<file path="src/rtl/addr_cfg_loader_if.sv">
// Byte-stream input, decoder config port and status for the address-table loader.
// The master side is the host link plus the decoder; the slave side is the loader itself.
interface addr_cfg_loader_if;
    logic       rx_valid;
    logic [7:0] rx_data;
    logic       rx_ready;
    logic       cfg_we;
    logic [7:0] cfg_addr;
    logic [7:0] cfg_wdata;
    logic       busy;
    logic       done;
    logic       err;
    logic [1:0] err_code;

    modport master (
        output rx_valid, rx_data,
        input  rx_ready, cfg_we, cfg_addr, cfg_wdata, busy, done, err, err_code
    );

    modport slave (
        input  rx_valid, rx_data,
        output rx_ready, cfg_we, cfg_addr, cfg_wdata, busy, done, err, err_code
    );
endinterface

</file>
<file path="src/rtl/addr_cfg_loader.sv">
// Frame loader for the Dock address decoder tables: buffers SYNC/START/LEN/data/CHK frames,
// verifies the checksum, then replays the payload as consecutive config writes.
module addr_cfg_loader #(
    parameter int unsigned BUF_DEPTH   = 64,
    parameter int unsigned TIMEOUT_CYC = 65535
) (
    input  logic             clk,
    input  logic             rst_n,
    addr_cfg_loader_if.slave bus
);
    localparam int unsigned AW = (BUF_DEPTH > 1) ? $clog2(BUF_DEPTH) : 1;
    localparam int unsigned TW = $clog2(TIMEOUT_CYC + 1);
    localparam logic [TW-1:0] TMO_LAST = TW'(TIMEOUT_CYC - 1);
    localparam logic [7:0] SYNC = 8'hA5;

    typedef enum logic [2:0] {StIdle, StAddr, StLen, StData, StChk, StCommit} state_e;

    state_e        state_q;
    logic [7:0]    start_q;
    logic [7:0]    len_q;
    logic [7:0]    idx_q;
    logic [7:0]    sum_q;
    logic [TW-1:0] tmo_q;
    logic [7:0]    buf_mem [BUF_DEPTH];
    logic          cfg_we_q;
    logic [7:0]    cfg_addr_q;
    logic [7:0]    cfg_wdata_q;
    logic          busy_q;
    logic          done_q;
    logic          err_q;
    logic [1:0]    err_code_q;

    logic       rx_ready;
    logic       accept;
    logic       frame_open;
    logic [7:0] sum_next;

    assign rx_ready   = (state_q != StCommit);
    assign accept     = bus.rx_valid & rx_ready;
    assign frame_open = (state_q == StAddr) || (state_q == StLen) ||
                        (state_q == StData) || (state_q == StChk);
    assign sum_next   = sum_q + bus.rx_data;

    assign bus.rx_ready  = rx_ready;
    assign bus.cfg_we    = cfg_we_q;
    assign bus.cfg_addr  = cfg_addr_q;
    assign bus.cfg_wdata = cfg_wdata_q;
    assign bus.busy      = busy_q;
    assign bus.done      = done_q;
    assign bus.err       = err_q;
    assign bus.err_code  = err_code_q;

    always_ff @(posedge clk or negedge rst_n) begin
        if (!rst_n) begin
            state_q     <= StIdle;
            start_q     <= 8'h00;
            len_q       <= 8'h00;
            idx_q       <= 8'h00;
            sum_q       <= 8'h00;
            tmo_q       <= '0;
            cfg_we_q    <= 1'b0;
            cfg_addr_q  <= 8'h00;
            cfg_wdata_q <= 8'h00;
            busy_q      <= 1'b0;
            done_q      <= 1'b0;
            err_q       <= 1'b0;
            err_code_q  <= 2'd0;
            for (int i = 0; i < int'(BUF_DEPTH); i++) begin
                buf_mem[i] <= 8'h00;
            end
        end else begin
            done_q <= 1'b0;
            err_q  <= 1'b0;

            // An accepted byte always clears the counter, so it wins over an expiring timeout.
            if (frame_open && !accept) begin
                if (tmo_q == TMO_LAST) begin
                    tmo_q      <= '0;
                    state_q    <= StIdle;
                    busy_q     <= 1'b0;
                    err_q      <= 1'b1;
                    err_code_q <= 2'd3;
                end else begin
                    tmo_q <= tmo_q + 1'b1;
                end
            end else begin
                tmo_q <= '0;
            end

            unique case (state_q)
                StIdle: begin
                    if (accept && bus.rx_data == SYNC) begin
                        state_q <= StAddr;
                        busy_q  <= 1'b1;
                    end
                end
                StAddr: begin
                    if (accept) begin
                        start_q <= bus.rx_data;
                        sum_q   <= bus.rx_data;
                        state_q <= StLen;
                    end
                end
                StLen: begin
                    if (accept) begin
                        len_q <= bus.rx_data;
                        sum_q <= sum_next;
                        idx_q <= 8'h00;
                        if (bus.rx_data == 8'h00 || 32'(bus.rx_data) > BUF_DEPTH) begin
                            state_q    <= StIdle;
                            busy_q     <= 1'b0;
                            err_q      <= 1'b1;
                            err_code_q <= 2'd1;
                        end else begin
                            state_q <= StData;
                        end
                    end
                end
                StData: begin
                    if (accept) begin
                        buf_mem[idx_q[AW-1:0]] <= bus.rx_data;
                        sum_q <= sum_next;
                        idx_q <= idx_q + 8'd1;
                        if (idx_q == len_q - 8'd1) begin
                            state_q <= StChk;
                        end
                    end
                end
                StChk: begin
                    if (accept) begin
                        if (sum_next == 8'h00) begin
                            // First write goes out in the very next cycle.
                            state_q     <= StCommit;
                            cfg_we_q    <= 1'b1;
                            cfg_addr_q  <= start_q;
                            cfg_wdata_q <= buf_mem[0];
                            idx_q       <= 8'd1;
                        end else begin
                            state_q    <= StIdle;
                            busy_q     <= 1'b0;
                            err_q      <= 1'b1;
                            err_code_q <= 2'd2;
                        end
                    end
                end
                StCommit: begin
                    if (idx_q < len_q) begin
                        cfg_addr_q  <= start_q + idx_q;
                        cfg_wdata_q <= buf_mem[idx_q[AW-1:0]];
                        idx_q       <= idx_q + 8'd1;
                    end else begin
                        cfg_we_q <= 1'b0;
                        done_q   <= 1'b1;
                        busy_q   <= 1'b0;
                        state_q  <= StIdle;
                    end
                end
                default: state_q <= StIdle;
            endcase
        end
    end
endmodule
</file>
<file path="src/flat_wrapper.sv">
// flat-port wrapper written by rule: the top's interface ports become plain ports
module addr_cfg_loader_flat 
#(
    parameter int unsigned BUF_DEPTH   = 64,
    parameter int unsigned TIMEOUT_CYC = 65535
)
  (clk, rst_n, bus_rx_valid, bus_rx_data, bus_rx_ready, bus_cfg_we, bus_cfg_addr, bus_cfg_wdata, bus_busy, bus_done, bus_err, bus_err_code);
  addr_cfg_loader_if bus_i ();
  input  logic clk;
  input  logic rst_n;
  input wire logic [$bits(bus_i.rx_valid)-1:0] bus_rx_valid;
  input wire logic [$bits(bus_i.rx_data)-1:0] bus_rx_data;
  output wire logic [$bits(bus_i.rx_ready)-1:0] bus_rx_ready;
  output wire logic [$bits(bus_i.cfg_we)-1:0] bus_cfg_we;
  output wire logic [$bits(bus_i.cfg_addr)-1:0] bus_cfg_addr;
  output wire logic [$bits(bus_i.cfg_wdata)-1:0] bus_cfg_wdata;
  output wire logic [$bits(bus_i.busy)-1:0] bus_busy;
  output wire logic [$bits(bus_i.done)-1:0] bus_done;
  output wire logic [$bits(bus_i.err)-1:0] bus_err;
  output wire logic [$bits(bus_i.err_code)-1:0] bus_err_code;
  assign bus_i.rx_valid = bus_rx_valid;
  assign bus_i.rx_data = bus_rx_data;
  assign bus_rx_ready = bus_i.rx_ready;
  assign bus_cfg_we = bus_i.cfg_we;
  assign bus_cfg_addr = bus_i.cfg_addr;
  assign bus_cfg_wdata = bus_i.cfg_wdata;
  assign bus_busy = bus_i.busy;
  assign bus_done = bus_i.done;
  assign bus_err = bus_i.err;
  assign bus_err_code = bus_i.err_code;
  addr_cfg_loader #(.BUF_DEPTH(BUF_DEPTH), .TIMEOUT_CYC(TIMEOUT_CYC)) u_core (.clk(clk), .rst_n(rst_n), .bus(bus_i));
endmodule
</file>
<file path="config.mk">
export PLATFORM = sky130hd
export DESIGN_NAME = addr_cfg_loader_flat
export DESIGN_NICKNAME = d
export VERILOG_FILES = /design/src/rtl/addr_cfg_loader_if.sv /design/src/rtl/addr_cfg_loader.sv /design/src/flat_wrapper.sv
export SDC_FILE = /design/constraint.sdc
export NUM_CORES = 1
export LEC_CHECK = 0
export CAP_MARGIN = 20
export CELL_PAD_IN_SITES_DETAIL_PLACEMENT = 1
export CELL_PAD_IN_SITES_GLOBAL_PLACEMENT = 1
export CORE_UTILIZATION = 45
export CTS_BUF_LIST = sky130_fd_sc_hd__clkbuf_4
export DETAILED_ROUTE_END_ITERATION = 10
export DONT_BUFFER_PORTS = 1
export PLACE_DENSITY_LB_ADDON = 0.1
export SLEW_MARGIN = 20
export SYNTH_ARGS = -nofsm -noshare
export SYNTH_HDL_FRONTEND = slang
export SYNTH_SLANG_ARGS = --single-unit
</file>
<file path="constraint.sdc">
create_clock -name clk -period 9.2 [get_ports clk]
set_clock_uncertainty 0.2 [all_clocks]
set_input_delay 0.46 -clock clk [delete_from_list [all_inputs] [get_ports clk]]
set_output_delay 0.46 -clock clk [all_outputs]
set_load 0.05 [all_outputs]
</file>
==> results of run 1 <==
-- per-layer routing --
layer	vias up	wire length [um]
met3	161	5254
met5	-	9
li1	8306	-
met2	570	41010
met4	2	2642
met1	10250	39760
-- kinds of logic (layout without fill, tap and decap cells) --
logic type      count (synthesis)  in the layout
fa+ha+maj                      28             28
flops                         585            585
buf+inv                       175            360
xor+xnor                       32             32
other cells                     0              5
mux                           670            670
simple gates                  352            352
compound gates                341            341
-- where the power goes --
part           switching [uW]  internal, uW  leakage [uW]
clock                    1140          1340       0.00124
sequential                166          2670       0.00811
combinational             975           509       0.00536
total                    2280          4520        0.0147
-- worst max path at each step --
| stage | startpoint | end | slack, ps | depth (start not counted) |
|---|---|---|---|---|
| 4_1_cts | u_core.idx_q[0]$_DFFE_PN0P_ | u_core.buf_mem[196]$_DFFE_PN0P_ | 3970 | 8 |
| 2_1_floorplan | bus_rx_data[0] | u_core.bus.cfg_addr[5]$_DFFE_PN0P_ | 6040 | 10 |
| 3_5_place_dp | u_core.idx_q[0]$_DFFE_PN0P_ | u_core.buf_mem[450]$_DFFE_PN0P_ | 4490 | 7 |
| 6_report | u_core.idx_q[0]$_DFFE_PN0P_ | u_core.buf_mem[196]$_DFFE_PN0P_ | 3870 | 8 |
| 3_3_place_gp | u_core.idx_q[0]$_DFFE_PN0P_ | u_core.buf_mem[194]$_DFFE_PN0P_ | 4570 | 7 |
| 5_1_grt | u_core.idx_q[0]$_DFFE_PN0P_ | u_core.buf_mem[196]$_DFFE_PN0P_ | 3800 | 8 |
-- final cells by class --
type                       count  area, um^2
inverter                      26       97.59
antenna                        5       12.51
timing repair buffer          52       610.6
clock buffer                 236        1772
tap                          837        1047
fill                        6356       30580
sequential                   585       14650
clock inverter                46       354.1
multi-input combinational   1423       12820
-- metrics by stage --
step / power (uW) / setup slack (ps) / instances
2_1_floorplan: 3855 / 6042 / 2183
3_5_place_dp: 4275 / 4491 / 2896
4_1_cts: 6854 / 3974 / 3205
3_3_place_gp: 4248 / 4565 / 2896
5_1_grt: 7122 / 3801 / 3207
6_report: 6796 / 3867 / 3210
-- flip-flops by register name (all words and copies together) (netlist names) --
name / flops
u_core.bus.cfg_we: 1
u_core.buf_mem: 512
u_core.sum_q: 8
u_core.state_q: 3
u_core.tmo_q: 16
u_core.bus.cfg_wdata: 8
u_core.len_q: 8
u_core.idx_q: 8
u_core.start_q: 8
u_core.bus.done: 1
u_core.bus.err: 1
u_core.bus.err_code: 2
u_core.bus.cfg_addr: 8
u_core.bus.busy: 1
-- what timing repair did --
action                    4_1_cts  5_1_grt
setup buffers                   0        0
resized for setup               0        0
hold endpoints to repair     1167      585
-- cells in the final DEF, fill, tap and decap left out, types with 9 or more instances in the layout --
cell type      count
inv_1             24
o21ai_0           69
xnor2_1           12
o21a_1            12
clkinv_1          30
nor2_2            42
mux2_1            15
o22ai_1           13
nand3_1           24
a31oi_1           12
buf_4             24
a221oi_1          52
xor2_1            20
and3_1             9
nor3_1            17
nor2b_1           14
nand2_2           19
nand2b_1           9
mux2i_1           62
nand2_1           83
dlygate4sd3_1     19
dfrtp_1          582
mux4_2            42
a211oi_1          11
ha_1              26
clkbuf_4         236
mux2_2           543
nor2_1            90
a22oi_1           36
a21oi_1           51
-- worst max-delay path: stages, from the launching register on --
cell           delay, ps
dfrtp_4              760
buf_4                540
inv_1                270
buf_4                350
nor2_1               910
nand2_2              540
nor2_2               620
mux2_2               400
dlygate4sd3_1        550
==> flow_summary.json, run 1 <==
{
  "status": "finished, violations left",
  "failing_checks": "hold timing, slew limit",
  "synthToLayoutAreaGrowth_pct": 10.83,
  "relSlewSlack_pct": -92.95,
  "numClockSinks": 585,
  "hold_slack_ps": -1026,
  "synthesized_area_fraction_occupied_by_and_or_nand_nor_cells_pct": 6.248,
  "drtPass1Iterations": 5,
  "finalInstanceArea_um2": 31360,
  "maxCapViolCount": 0,
  "timing.critical_path.required_ps": 9870,
  "final.min_clock_period_ps": 5333,
  "postSynth.asyncResetShare_pct": 100.0,
  "vdd.ir_drop.worst_uv": 104.1,
  "timing.final.hold_violations": 585,
  "avgRoutedWirePerCell_um": 27.62,
  "post_synth_instance_area_um2": 28290,
  "synth.most_common_cell": "dfrtp_1",
  "clkLatencyLatePin_ps": 1010,
  "drt-total-wl_um": 88670,
  "mappedNetlistNets": 2222,
  "busiest_layer_in_global_routing": "met2",
  "via_count_of_the_first_global_routing_pass": 20980,
  "yosysUniqueCellTypes": 80,
  "drtAntennaViolNets": 0,
  "floorplan.core_area_um2": 61940,
  "leakagePower_uw": 0.01472,
  "global_route_wire_length_before_repair_um": 136500,
  "synth-warning-count": 0,
  "max_freq_mhz": 187.5,
  "dieWidth_um": 252.8,
  "setup_total_negative_slack_ps": 0,
  "portBuffers": 0,
  "clk_root_buffer_cell": "clkbuf_4",
  "rd_place_congestion": 0.8830,
  "worstRegToRegCells": 8,
  "crit-reg2reg-launch": "u_core.idx_q[0]$_DFFE_PN0P_",
  "grt_setup_unrepaired": "no",
  "final_min_period_over_clock_period_pct": 57.97,
  "synth_top_family_by_area": "multiplexers",
  "synth-edff-count": 0,
  "io_count": 34,
  "synthTopCellsByCount": "585 x dfrtp_1, 543 x mux2_2, 91 x nor2_1",
  "synth_top_area_cell": "dfrtp_1",
  "design.final.nets": 2290,
  "final_layout_size_suffix_gt1_share_pct": 40.71,
  "use_met3_pct": 6.849,
  "worst_setup_hold_path_clk_slew_ps": 70,
  "crit_end_element": "register",
  "postSynthAreaPerCell_um2": 12.96,
  "synth_seq_cells": 585,
  "largest_net_degree_at_the_start_of_global_routing": 586,
  "slew_violations": 436,
  "globalRouteMet1Util_pct": 39.37,
  "holdCritPathClass": "in2async",
  "tritoncts": "done",
  "cts.htree.levels": 4,
  "detailroute.via_count": 19290,
  "critical_path_class": "reg2reg",
  "max-clock-path-buffers": 3,
  "initial_core_utilization_pct": 45.68,
  "grt_antenna_before_repair": 3,
  "yosys-top-cells-area": "dfrtp_1 52%, mux2_2 22%, mux4_2 3.3%, mux2i_1 2.2%, a221oi_1 1.6%",
  "floorplan.rows": 91,
  "cts_inserted_buffers": 163,
  "synth_fa_ha_area_share_pct": 1.291,
  "final_core_utilization_pct": 50.63,
  "grt_remaining_overflow": 0,
  "critPathLaunchType": "register",
  "arrival_ps": 6010,
  "power_per_cell_area_nw_per_um2": 216.7,
  "avgViaCountPerCell": 6.010,
  "placedInstanceArea_um2": 28810,
  "synthDominantCellAreaShare_pct": 51.74,
  "setup-violations-final": 0,
  "synth_flop_cell": "dfrtp_1",
  "synthCells": 2183,
  "tightest_slew_ps": 2894,
  "grt_util_all_layers_pct": 28.88,
  "post_synthesis_sequential_area_ratio_pct": 51.74,
  "synthesized_area_fraction_occupied_by_ao_oa_aoi_and_oai_cells_pct": 8.539,
  "destination_of_the_worst_register_to_register_timing_path": "u_core.buf_mem[196]$_DFFE_PN0P_",
  "xor_xnor_portion_of_the_synthesized_cell_area_pct": 0.9905,
  "grt_util_met2_pct": 44.43,
  "dp_hpwl_um": 54170,
  "crit_fanout": 32,
  "cts_hold_repair.buffers": 27,
  "ff2ff_setup_slack_ps": 3870,
  "dieArea_um2": 63880,
  "dr.first_iter.drc_count": 1381,
  "chipHeight_um": 252.8,
  "muxShareOfSynthArea_pct": 28.17,
  "route.detailed.drc": 0
}
Note: power is estimated with default switching activity, not from simulation.
==> run 2: changes to the inputs <==
==> constraint.sdc (replaced) <==
create_clock -name clk -period 4.75 [get_ports clk]
set_clock_uncertainty 0.2 [all_clocks]
set_input_delay 0.2375 -clock clk [delete_from_list [all_inputs] [get_ports clk]]
set_output_delay 0.2375 -clock clk [all_outputs]
set_load 0.05 [all_outputs]
==> run 2 against run 1 <==
  * The run still ends with hold timing, slew limit left
  * Non-clock buffer count is 27 higher
  * Power is 92% higher
  * Final area is 0.37% higher
  * Cell count is 0.50% higher
  * Sequential power is 94% higher
  * Clock-buffer cell count is 5 lower
  * Critical endpoint is now u_core.buf_mem[184]$_DFFE_PN0P_
  * Register-to-register slack worse by 3100 ps
  * Setup slack worse by 3100 ps
  * Largest power group unchanged
  * Global-route usage is 0.20 points lower
  * Utilization is 0.19 points higher
  * Hold slack worse by 260 ps
  * Wire length hardly changed
==> flow_summary.json, run 2 (synthesis gave the netlist of run 1 again) <==
{
  "floorplan.core_area_um2": 61940,
  "initial_core_utilization_pct": 45.68,
  "cp_slowest_stage_delay_ps": 810,
  "holdCritPathClass": "in2async",
  "setup_total_negative_slack_ps": 0,
  "grt_setup_unrepaired": "no",
  "crit_fanout": 13,
  "largest_net_degree_at_the_start_of_global_routing": 586,
  "route.detailed.drc": 0,
  "max_freq_mhz": 248.6,
  "synthToLayoutAreaGrowth_pct": 11.24,
  "global_route_wire_length_before_repair_um": 135500,
  "layout_common_cells": "582 x dfrtp_1, 543 x mux2_2, 231 x clkbuf_4",
  "portBuffers": 0,
  "dieWidth_um": 252.8,
  "tightest_slew_ps": 3704,
  "timing.critical_path.required_ps": 5450,
  "design.final.nets": 2317,
  "gate_power_share_pct": 22.9,
  "grt_util_all_layers_pct": 28.68,
  "drtAntennaViolNets": 0,
  "dp_hpwl_um": 55180,
  "setup-violations-final": 0,
  "drtPass1Iterations": 7,
  "final_core_utilization_pct": 50.82,
  "floorplan.rows": 91,
  "chipHeight_um": 252.8,
  "cts_hold_repair.buffers": 33,
  "cp_top_family": "simple AND/OR/NAND/NOR gates",
  "internal_power_component_uw": 8643,
  "power.sequential.fraction_pct": 42.2,
  "path_buf_inv": 1,
  "failing_checks": "hold timing, slew limit",
  "clock_power_share_pct": 34.9,
  "avgViaCountPerCell": 6.038,
  "drt-total-wl_um": 88690,
  "hold_slack_ps": -1287,
  "leakagePower_uw": 0.01478,
  "cts_inserted_buffers": 163,
  "worst_setup_hold_path_clk_slew_ps": 60,
  "critical-path-slowest-cell": "nor3_4",
  "critPathLaunchType": "register",
  "rd_place_congestion": 0.8664,
  "switching_share_pct": 33.81,
  "slew_violations": 460,
  "final_common_cell": "dfrtp_1",
  "numClockSinks": 585,
  "via_count_of_the_first_global_routing_pass": 20880,
  "relSlewSlack_pct": -146.9,
  "final_min_period_over_clock_period_pct": 84.70,
  "avgRoutedWirePerCell_um": 27.49,
  "arrival_ps": 4730,
  "power.net_switching_uw": 4415,
  "cts.htree.levels": 4,
  "clk_root_buffer_cell": "clkbuf_4",
  "detailroute.via_count": 19480,
  "final.min_clock_period_ps": 4023,
  "largest_register_ffs": 512,
  "timing.final.hold_violations": 585,
  "max-clock-path-buffers": 3,
  "crit_chain": "nand2b_1 -> nor2_1 -> nand2_1 -> nor3_4 -> nand2_2 -> mux2_2 -> dlygate4sd3_1",
  "maxCapViolCount": 0,
  "tritoncts": "done",
  "top_register": "u_core.buf_mem",
  "grt_remaining_overflow": 0,
  "nFillCells": 6312,
  "clkLatencyLatePin_ps": 1030,
  "final_layout_size_suffix_gt1_share_pct": 41.08,
  "dieArea_um2": 63880,
  "io_count": 34,
  "dr.first_iter.drc_count": 1370,
  "grt_antenna_before_repair": 3,
  "vdd.ir_drop.worst_uv": 239.5,
  "crit_end_element": "register",
  "power_per_cell_area_nw_per_um2": 414.9,
  "critical_path_class": "reg2reg",
  "status": "finished, violations left",
  "reg.largest.list": "u_core.buf_mem x512, u_core.tmo_q x16"
}
[run 2: final cells by class]
cell class	instances	area [um^2]	share of cell area, %
clock buffers	231	1734	5.510
clock inverters	39	259.0	0.8229
well taps	837	1047	3.327
diodes	6	15.01	0.04770
repair buffers	79	865.8	2.751
multi-input cells	1423	12810	40.69
flip-flops and latches	585	14650	46.55
inverters	26	97.59	0.3101
[run 2: layer usage]
metal,part of all wire [%],global-route usage [%]
met4,3.1,11.74
met1,45,39.83
met5,0,0
met2,47,44.37
met3,4.9,5.139
[run 2: metrics by stage]
step | hold WS (ps) | power, uW | cell area, um^2 | cells | setup slack [ps]
finish | -1287 | 13060 | 31480 | 3226 | 726.8
global route | -1335 | 13650 | 31470 | 3223 | 582.2
CTS | -1393 | 13180 | 31460 | 3220 | 766.5
detailed placement | -239.7 | 8373 | 29000 | 2917 | 1062
global placement | -243.5 | 8299 | 29000 | 2917 | 1113
floorplan | -258.1 | 7466 | 28290 | 2183 | 1699
[run 2: final timing paths]
| path | start | end | slack [ps] | depth (start not counted) |
|---|---|---|---|---|
| min reg2reg | u_core.buf_mem[436]$_DFFE_PN0P_ | u_core.buf_mem[436]$_DFFE_PN0P_ | 290 | 1 |
| max reg2reg | u_core.state_q[1]$_DFF_PN0_ | u_core.buf_mem[184]$_DFFE_PN0P_ | 730 | 7 |
| max in group asynchronous | rst_n | u_core.idx_q[0]$_DFFE_PN0P_ | 2400 | 0 |
| max | u_core.state_q[1]$_DFF_PN0_ | u_core.buf_mem[184]$_DFFE_PN0P_ | 730 | 7 |
| min in group clk | bus_rx_valid | u_core.bus.err$_DFF_PN0_ | 140 | 3 |
| min | rst_n | u_core.tmo_q[9]$_DFF_PN0_ | -1290 | 0 |
[run 2: repair_timing]
item | in CTS | in global routing
hold endpoints to repair | 1169 | 585
gates resized for setup | 0 | 0
setup buffers | 0 | 0
[run 2: power groups by stage]
| stage | Clock (uW) | Combinational [uW] | Sequential, uW |
|---|---|---|---|
| 6_report | 4550 | 2990 | 5510 |
| 5_1_grt | 4950 | 3170 | 5540 |
| 4_1_cts | 4720 | 2960 | 5500 |
| 3_5_place_dp | 0 | 2780 | 5600 |
| 3_3_place_gp | 0 | 2720 | 5580 |
| 2_1_floorplan | 0 | 2070 | 5390 |
[run 2: worst reg2reg max path: stages (launching register included)]
cell,delay [ps]
dfrtp_1,600
nand2b_1,300
nor2_1,370
nand2_1,310
nor3_4,810
nand2_2,390
mux2_2,370
dlygate4sd3_1,560
